**src/rtl/click_decoder_pkg.sv**
```systemverilog
// click_decoder_pkg: state encoding shared by the click decoder
// and the benches of the upstream pulse generator.
package click_decoder_pkg;

    typedef enum logic [1:0] {
        IDLE  = 2'd0,
        COUNT = 2'd1,
        EMIT  = 2'd2
    } click_state_t;

    function automatic int cnt_width(input int max_clicks);
        return $clog2(max_clicks + 1);
    endfunction

endpackage

```
**src/rtl/window_timer.sv**
```systemverilog
// window_timer: idle-cycle counter that closes a click sequence
// once WINDOW_CYCLES edges pass with no new pulse.
module window_timer #(
    parameter int WINDOW_CYCLES = 8
) (
    input  logic clk,
    input  logic rst,
    input  logic clr,
    input  logic en,
    output logic done
);

    localparam int TW = (WINDOW_CYCLES > 2) ? $clog2(WINDOW_CYCLES) : 1;
    localparam logic [TW-1:0] LAST = TW'(WINDOW_CYCLES - 1);

    logic [TW-1:0] timer;

    // restart on each pulse, count idle cycles, saturate at LAST
    always_ff @(posedge clk) begin
        if (rst) begin
            timer <= '0;
        end else if (clr) begin
            timer <= '0;
        end else if (en && (timer != LAST)) begin
            timer <= timer + TW'(1);
        end
    end

    assign done = en && (timer == LAST);

endmodule

```
**src/rtl/click_decoder.sv**
```systemverilog
// click_decoder: groups pulses closer than the window into one
// click event and reports its count as a one-cycle strobe.
module click_decoder
    import click_decoder_pkg::*;
#(
    parameter int WINDOW_CYCLES = 8,
    parameter int MAX_CLICKS    = 3
) (
    input  logic                                 clk,
    input  logic                                 rst,
    input  logic                                 pulso,
    output logic                                 evt_valid,
    output logic [cnt_width(MAX_CLICKS)-1:0]     evt_clicks,
    output logic                                 busy
);

    localparam int CNT_W = cnt_width(MAX_CLICKS);
    localparam logic [CNT_W-1:0] MAXC = CNT_W'(MAX_CLICKS);
    localparam logic [CNT_W-1:0] ONE  = CNT_W'(1);

    click_state_t     state;
    logic [CNT_W-1:0] count;
    logic             tmr_clr;
    logic             tmr_en;
    logic             tmr_done;

    // every sampled pulse restarts the window; it only runs in COUNT
    assign tmr_clr = pulso;
    assign tmr_en  = (state == COUNT);

    window_timer #(
        .WINDOW_CYCLES(WINDOW_CYCLES)
    ) u_timer (
        .clk (clk),
        .rst (rst),
        .clr (tmr_clr),
        .en  (tmr_en),
        .done(tmr_done)
    );

    // sequence FSM with registered Moore outputs
    always_ff @(posedge clk) begin
        if (rst) begin
            state      <= IDLE;
            count      <= '0;
            evt_valid  <= 1'b0;
            evt_clicks <= '0;
            busy       <= 1'b0;
        end else begin
            evt_valid <= 1'b0;
            unique case (state)
                IDLE: begin
                    if (pulso) begin
                        state <= COUNT;
                        count <= ONE;
                        busy  <= 1'b1;
                    end
                end
                COUNT: begin
                    if (pulso) begin
                        if ((count + ONE) == MAXC) begin
                            state      <= EMIT;
                            count      <= MAXC;
                            evt_valid  <= 1'b1;
                            evt_clicks <= MAXC;
                        end else begin
                            count <= count + ONE;
                        end
                    end else if (tmr_done) begin
                        state      <= EMIT;
                        evt_valid  <= 1'b1;
                        evt_clicks <= count;
                    end
                end
                EMIT: begin
                    if (pulso) begin
                        state <= COUNT;
                        count <= ONE;
                    end else begin
                        state <= IDLE;
                        busy  <= 1'b0;
                    end
                end
                default: begin
                    state <= IDLE;
                    busy  <= 1'b0;
                end
            endcase
        end
    end

endmodule

```
**config.mk**
```make
export PLATFORM = sky130hd
export DESIGN_NAME = click_decoder
export DESIGN_NICKNAME = d
export VERILOG_FILES = /design/src/rtl/click_decoder_pkg.sv /design/src/rtl/window_timer.sv /design/src/rtl/click_decoder.sv
export SDC_FILE = /design/constraint.sdc
export NUM_CORES = 1
export LEC_CHECK = 0
export CORE_MARGIN = 5
export CORE_UTILIZATION = 40
export DETAILED_ROUTE_END_ITERATION = 8
export SLEW_MARGIN = 20
export SYNTH_ARGS = -nofsm -noshare
export SYNTH_HDL_FRONTEND = slang
export SYNTH_SLANG_ARGS = --single-unit
```
**constraint.sdc**
```tcl
create_clock -name clk -period 1.36 [get_ports clk]
set_input_delay 0.204 -clock clk [delete_from_list [all_inputs] [get_ports clk]]
set_output_delay 0.204 -clock clk [all_outputs]
set_load 0.02 [all_outputs]
```
# == Word-level counts from Yosys, hierarchy flattened ==
# Index checks and enable logic that the tools add are counted.
# word_totals
ff_bits,11
inputBits,3
output_inout_bits,4
# classes
addsub,2
eq_ne,12
muxes,18
n_bitwise,1
n_reduce_logical,12
# ops
op,count
2-to-1 mux 2 bit,9
AND reduction 3 bit,4
!= test 3 bit (second input constant),3
2-to-1 mux 1 bit,6
!= test 2 bit (second input constant),3
case mux 2 bit (3 select lines),1
OR reduction 2 bit,3
== test 2 bit (second input constant),2
!= test 2 x 1 -> 1 bit (second input constant),2
case mux 2 bit (2 select lines),1
nonzero test 2 bit,2
adder 3 x 1 -> 3 bit (second input constant),1
== test 3 bit (second input constant),1
case mux 1 bit (3 select lines),1
adder 2 x 1 -> 2 bit (second input constant),1
== test 2 x 1 -> 1 bit (second input constant),1
logical AND 1 bit,2
logical NOT 2 bit,1
inverter 1 bit,1

# == Longest topological paths before layout ==
# Gate-level depths: netlist of the first run.
# logic_depth
word_depth,5
ltp_mapped,5
ltp_nobuf,5

# == By module ==
# A second synthesis of the first run with hierarchy kept.
# unflattened
hier_cells,51
hier_area_um2,534.3
# by_module_without_submodules
module,n_inst,cells_per_inst,area_per_inst_um2,seq_area_each_um2
click_decoder,1,38,384.1,160.2
window_timer,1,13,150.1,60.1

# == Worst setup path before layout of the first run ==
# No wires, ideal clock.
# synth_path
kind,register to register
startpoint,register u_timer.timer[0]
endpoint,register evt_clicks[0]
setup_time_ns,0.119
arrival_time_ns,1.261
required_ns,1.241
setup_slack_ns,-0.020
stages_incl_launch_ff,6
path_cell_list,dfxtp_1 > ha_1 > ha_1 > mux2i_1 > nor2b_4 > o221a_2
# synth_via
elab_chain_len,4
# synth_lines
item,line,text
from (decl),window_timer.sv:16,logic [TW-1:0] timer;
from (signal assigned),window_timer.sv:25,timer <= timer + TW'(1);
== test 3 bit,window_timer.sv:29,assign done = en && (timer == LAST);
logical AND 1 bit,window_timer.sv:29,
nonzero test 2 bit (no source line),-,
AND reduction 3 bit (no source line),-,
to (signal assigned),click_decoder.sv:72,evt_clicks <= count;
to (decl),click_decoder.sv:13,"output logic [cnt_width(MAX_CLICKS)-1:0] evt_clicks,"
# Every way passes these cells.
# A chain may end at the register's enable or synchronous reset.

# == Worst setup path in the final report of the first run ==
# layout_path
startpoint,register u_timer.timer[0]
endpoint,register u_timer.timer[1]
# layout_via
elab_chain_len,2
word_cells_on_any_way,3
classes_between,1 x add/sub; 1 x eq/ne; 1 x reduce/logical
# layout_lines
item
branches (longest 2 deep; another with adder 3 x 1 -> 3 bit)
# Parallel ways; which one is timed is not known.

==> out/metrics.cfg, run 1 <==
[drt]
drt_wl_total_um=951
viasPerCell=4.83
first_pass_iters=2
route.met2.wl_um=445
wl_met1_um=450
wl_per_cell_um=12.4
num_vias=372
wl_met3_um=55
top_layer=met3
drt_iter0_drc=5
postRouteAntennaNets=0
drc=0

[logic_synthesis]
synthAdderAreaFrac_pct=9.26
seq_area_frac_synth_pct=41.8
synth_area_per_cell_um2=10.8
synthesis.nets=55
syn_inst=49
synthMuxAreaShare_pct=5.70
synth_seq_cells=11
yosys.area_share.xor_xnor_pct=1.66
yosysWarnings=0
synth_compound_area_share_pct=10.5
yosysUniqueCellTypes=26
synth_top_family_by_area=simple AND/OR/NAND/NOR gates
synth_simple_gate_area_share_pct=26.8
syn_area_um2=527

[power]
peakVddDrop_v=0.000723
leakage_nw=0.279
powerDensity_nw_per_um2=952

[cts]
cts-buffers-inserted=3
clk_pin_slew_ps=70
worstSkewPairLatency_ps=270
cts_tree=done
cts_sinks=11
clock_path_buffers=2
cts_hold_buf=0
htree_levels=1
root_buffer=clkbuf_4

[floorplanning]
die_x_um=46.3
initial_core_util_pct=41.5
placementRows=13
coreArea_um2=1270
io_pins=7
die_y_um=46.3
die-area_um2=2140

[worst_setup_path]
crit_required_ps=1520
arrival_ps=1500
worstSetupPathType=reg2reg
r2r_cells=5
rrSetupSlack_ps=20
crit_path_end_kind=flip-flop
timing.rr.end=u_timer.timer[1]
cp-start-kind=flip-flop
worstPathMaxFanout=4
rr_startpoint=u_timer.timer[0]

[worst_hold_path]
min_path_type=reg2reg
hold_end=count[1]
hp-start=count[1]
hold_depth=2

[timing]
period_needed_ps=1340
skew_ps=5.01
worst_pin_slew_ps=318
max_freq_ghz=0.745
timing.final.ws_setup_ps=16.9
fin_crit_sh_pct=98.8
rsz0062_at_grt=yes
setup_violations=0
hold_viol=0
finalMaxSlewViolations=0
fin_tns_setup_ps=0
slew_headroom_pct=78.8

[finish]
diodes=0
syn_to_final_growth_pct=29.2
finish.net_count=69
n_fill_cell=120
layout-drive-gt1-share_pct=35.5
final_cells=77

[placement]
io_buffers=6
place_ws_ps=-89.4
hpwl_um=688
dp_cells=72
gp_congestion=0.693

[grt]
overflow=0
antenna_found_initial=0
grt_pass1_wl_um=1600
grt_use_total_pct=10.8
grt_max_degree=11
grt_pass1_vias=372

[flow_run]
cap_violations=0

[status]
outcome=completed

## critical path: stages, from the launching register on
cell and delay, ps:
dfxtp_2 340, ha_4 160, ha_4 170, nor3b_4 270, mux2i_1 250, nor3_2 50
## worst max-delay path by stage
stage                          start                to  slack [ps]  cells after the start
floorplan           u_timer.timer[0]     evt_clicks[0]          20                      5
global placement               pulso     evt_clicks[1]         -70                      4
global route        u_timer.timer[1]     evt_clicks[0]         -40                      5
detailed placement             pulso     evt_clicks[0]         -90                      4
finish              u_timer.timer[0]  u_timer.timer[1]          20                      5
CTS                 u_timer.timer[0]  u_timer.timer[1]         -10                      5
## kinds of logic (layout without fill, tap and decap cells)
family          count (synthesis)  in the layout
mux                             3              3
fa+ha+maj                       4              4
flops                          11             11
xor+xnor                        1              1
simple gates                   18             18
buf+inv                         5             18
compound gates                  7              7
## cell usage after synthesis (all sizes together)
cell	instances	share of area [%]
a311oi	1	1.7
inv	3	2.1
nor3	3	5.7
nor3b	2	5.0
nand3	2	1.9
xnor2	1	1.7
nand2	1	0.71
nor2	2	1.4
o221a	2	4.3
ha	3	7.1
dfxtp	11	42
nand2b	2	2.9
mux2i	3	5.7
nand3b	1	1.4
o21bai	1	1.4
maj3	1	2.1
a21oi	2	1.9
buf	2	2.1
and2	2	2.4
nor2b	3	5.5
a31oi	1	1.2
## flip-flops by register name (all words and copies together), names as in the netlist
register,cells
busy,1
count,2
evt_clicks,2
evt_valid,1
state,2
u_timer.timer,3
## cell usage in the layout (no fill, tap or decap), drive strengths merged, types with 3 or more instances in the layout
| master | n |
|---|---|
| mux2i | 3 |
| ha | 3 |
| buf | 5 |
| dfxtp | 11 |
| dlygate4sd2 | 4 |
| clkbuf | 4 |
| nor2b | 3 |
| inv | 3 |
| nor3 | 3 |
## final cells by class
| type | instances | area (um^2) | share of cell area [%] |
|---|---|---|---|
| Clock buffer | 4 | 26.3 | 3.86 |
| Sequential cell | 11 | 223 | 32.7 |
| Inverter | 3 | 11.3 | 1.65 |
| Multi-Input combinational cell | 33 | 309 | 45.4 |
| Timing Repair Buffer | 11 | 92.6 | 13.6 |
| Tap cell | 15 | 18.8 | 2.76 |
## metrics by stage
step           hold slack, ps  power [mW]  utilization [%]  instance area (um^2)
2_1_floorplan             438       0.407                -                   529
3_3_place_gp              514       0.434             49.4                   627
3_5_place_dp              529       0.435             49.4                   627
4_1_cts                   545       0.661             53.6                   681
5_1_grt                   565       0.691             53.6                   681
6_report                  537       0.648             53.6                   681
## per-layer routing
| metal | GRT usage (%) | vias to the layer above |
|---|---|---|
| met5 | 0 | - |
| met4 | 1.70 | 0 |
| met3 | 5.86 | 0 |
| met2 | 16.5 | 7 |
| met1 | 13.6 | 166 |
| li1 | - | 199 |
## what timing repair did
| action | in CTS | in global routing |
|---|---|---|
| pin swaps | 2 | 1 |
| endpoints found under the setup margin | 9 | 4 |
| buffers inserted | 1 | 0 |
| gates resized for setup | 9 | 0 |
## where the power goes
group | leakage [nW] | switching, mW | internal (mW)
clock | 0.0150 | 0.105 | 0.114
combinational | 0.174 | 0.0391 | 0.0465
sequential | 0.0907 | 0.00987 | 0.334
Power figures use the tool's default switching activity.
==> run 2: changes to the inputs <==
--- a/config.mk
+++ b/config.mk
@@ -11,4 +11,5 @@
 export SLEW_MARGIN = 20
 export SYNTH_ARGS = -nofsm -noshare
 export SYNTH_HDL_FRONTEND = slang
+export SYNTH_HIERARCHICAL = 1
 export SYNTH_SLANG_ARGS = --single-unit
==> run 2 against run 1 <==
Against the previous run:
- critical path depth up 1
- worst setup slack worse by 47 ps
- the run now ends with negative setup slack left
- clock skew down 3.4 ps
- critical endpoint is now evt_clicks[1]
- clock power down 2%
- die area up 1.1%
- synthesized cell count up 4.1%
- sequential power about the same
- first-iteration DRC count unchanged
- sequential share of layout area down 2.1 points
- non-clock buffer count up 5
- flip-flop and latch count unchanged
- combinational power up 14%
==> out/metrics.cfg, run 2 <==
[status]
outcome=finished, violations left
violations=negative setup slack

[timing]
rsz0062_at_grt=yes
slew_headroom_pct=86.1  ; +7.3 points
worst_pin_slew_ps=210  ; -109 ps
max_freq_ghz=0.719  ; -3.4%
finalMaxSlewViolations=0  ; unchanged
fin_tns_setup_ps=-42.7  ; -42.7 ps
timing.final.ws_setup_ps=-30.1  ; -46.9 ps
period_needed_ps=1390  ; +46.9 ps
fin_crit_sh_pct=102  ; +3.5 points
hold_viol=0  ; unchanged
whs_ps=522  ; -15.7 ps
setup_violations=2  ; +2
skew_ps=1.58  ; -3.43 ps

[finish]
layout-drive-gt1-share_pct=34.3  ; -1.2 points
diodes=0  ; unchanged
largest-register=u_timer/timer
finish.net_count=77  ; +12%
layout_commonest_cell=buf_4
largest_reg_flops=3  ; unchanged
syn_to_final_growth_pct=36.1
design_area_um2=727  ; +6.8%
final_cell_mix=10 x buf_4, 9 x dfxtp_1, 4 x inv_1, 4 x dlygate4sd2_1

[flow_run]
cap_violations=0  ; unchanged

[worst_hold_path]
min_path_type=reg2reg

[placement]
io_buffers=6  ; unchanged
place_area_um2=686  ; +9.4%
gp_congestion=0.717  ; +3.5%
hpwl_um=744  ; +8.2%

[drt]
first_pass_iters=4  ; +2
drc=0  ; unchanged
drt_wl_total_um=960  ; +0.95%
num_vias=421  ; +13%
viasPerCell=4.95  ; +2.5%
drt_iter0_drc=5  ; unchanged
wl_per_cell_um=11.3  ; -8.6%
postRouteAntennaNets=0  ; unchanged

[logic_synthesis]
synthTopCellsByArea=dfxtp_1 41%, ha_1 7.0%, nor2b_4 5.2%
yosys.area.top_type_share_pct=41.2  ; -0.59 points
synth_edf_count=0  ; unchanged
synth_seq_cells=11  ; unchanged
yosysUniqueCellTypes=26  ; unchanged
yosysMostFrequentCell=dfxtp_1
seq_area_frac_synth_pct=41.2  ; -0.59 points
async_reset_ff_share_pct=0  ; unchanged
synthesis.nets=57  ; +3.6%
syn_area_um2=534  ; +1.4%
syn_inst=51  ; +4.1%
yosysTopAreaCell=dfxtp_1
synth_commonest_cells=11 x dfxtp_1, 4 x inv_1, 3 x ha_1, 3 x nor2_1, 3 x nor3_1
synth_area_per_cell_um2=10.5  ; -2.6%
ys.flop_type=dfxtp_1
yosysWarnings=6  ; +6

[worst_setup_path]
arrival_ps=1550  ; +50 ps
crit_slowest_cell=dfxtp_2
cp-start-kind=flip-flop
crit_chain=ha_4, ha_4, and2_4, mux2i_2, nor2b_2, o221a_1
worst_path_dominant_cell_family=flip-flops
max_stage_delay_ps=340  ; about the same
cpMostUsedCell=ha_4
worstSetupPathType=reg2reg
critPathBufInv=0  ; unchanged
crit_path_end_kind=flip-flop
crit_required_ps=1520  ; about the same
worstPathMaxFanout=4  ; unchanged

[cts]
htree_levels=1  ; unchanged
cts_sinks=11  ; unchanged
root_buffer=clkbuf_4
cts_tree=done
cts-buffers-inserted=3  ; unchanged
worstSkewPairLatency_ps=260  ; about the same
clock_path_buffers=2  ; unchanged
clk_pin_slew_ps=60  ; about the same

[power]
p_sw_mw=0.151  ; -1.9%
peakVddDrop_v=0.000606  ; -16%
p_sw_share_pct=23.1  ; -0.68 points
p_comb_share_pct=15.0  ; +1.8 points
leakage_nw=0.310  ; +11%
p_int_mw=0.503  ; +1.9%
powerDensity_nw_per_um2=900  ; -5.5%
pwr-share-seq_pct=52.2  ; -0.8 points
clockPowerShare_pct=32.9  ; -0.9 points

[grt]
grt_pass1_wl_um=1730  ; +8.2%
grt_use_total_pct=12.1  ; +1.3 points
antenna_found_initial=0  ; unchanged
grt_max_degree=8  ; -3
overflow=0  ; unchanged
grt_pass1_vias=418  ; +12%

[floorplanning]
initial_core_util_pct=41.6  ; +0.059 points
die_y_um=46.5  ; +0.55%
io_pins=7  ; unchanged
coreArea_um2=1280  ; +1.3%
die-area_um2=2170  ; +1.1%
placementRows=13  ; unchanged
die_x_um=46.5  ; +0.55%

## run 2: worst paths after layout
| kind | start | to | slack (ps) | cells after the start |
|---|---|---|---|---|
| setup / recovery | u_timer/timer[0] | evt_clicks[1] | -30 | 6 |
| setup reg to reg | u_timer/timer[0] | evt_clicks[1] | -30 | 6 |
| hold reg to reg | count[1] | count[1] | 520 | 2 |
| hold / removal | count[1] | count[1] | 520 | 2 |
## run 2: stage by stage
step	std cells	setup WS (ps)	utilization, %	total power, mW
after floorplan	51	10.0	-	0.406
after global placement	80	-57.0	53.4	0.446
after detailed placement	80	-93.1	53.4	0.447
after global routing	85	-85.4	56.6	0.691
after CTS	84	-17.2	56.0	0.669
final	85	-30.1	56.6	0.654
## run 2: cells by family after synthesis
logic type / synth area share [%]
AO/OA/AOI/OAI: 9.60
XOR/XNOR: 1.64
adder cells (fa/ha/maj): 8.90
buffers and inverters: 4.92
flip-flops: 41.2
multiplexers: 6.32
AND/OR/NAND/NOR: 27.4
## run 2: power groups by stage
stage | clock [mW] | sequential, mW | combinational, mW
final | 0.215 | 0.341 | 0.0980
after global routing | 0.239 | 0.343 | 0.109
after CTS | 0.229 | 0.341 | 0.0985
after detailed placement | 0 | 0.347 | 0.100
after global placement | 0 | 0.347 | 0.0991
after floorplan | 0 | 0.353 | 0.0537
## run 2: worst register-to-register path, stage by stage (launching register included)
cell and delay [ps]:
dfxtp_2 340, ha_4 160, ha_4 150, and2_4 160, mux2i_2 150, nor2b_2 80, o221a_1 250
## run 2: final cells by class
cell class,instances,area (um^2)
inverter,4,15.0
clock buffer,4,26.3
sequential,11,223
timing repair buffer,16,130
tap,15,18.8
multi-input combinational,35,314
fill,114,558
## run 2: what timing repair did
action | in CTS | in global routing
gates resized for setup | 7 | 1
buffers inserted | 0 | 1
endpoints found under the setup margin | 6 | 6
hold buffers | 0 | 0
pin swaps | 1 | 3
## run 2: routing by layer
metal | track usage, % | up-vias | part of all wire, %
met5 | 0 | - | 0
li1 | - | 215 | -
met3 | 7.03 | 2 | 7.7
met2 | 17.6 | 12 | 44
met1 | 14.3 | 192 | 47
met4 | 5.11 | 0 | 1.0
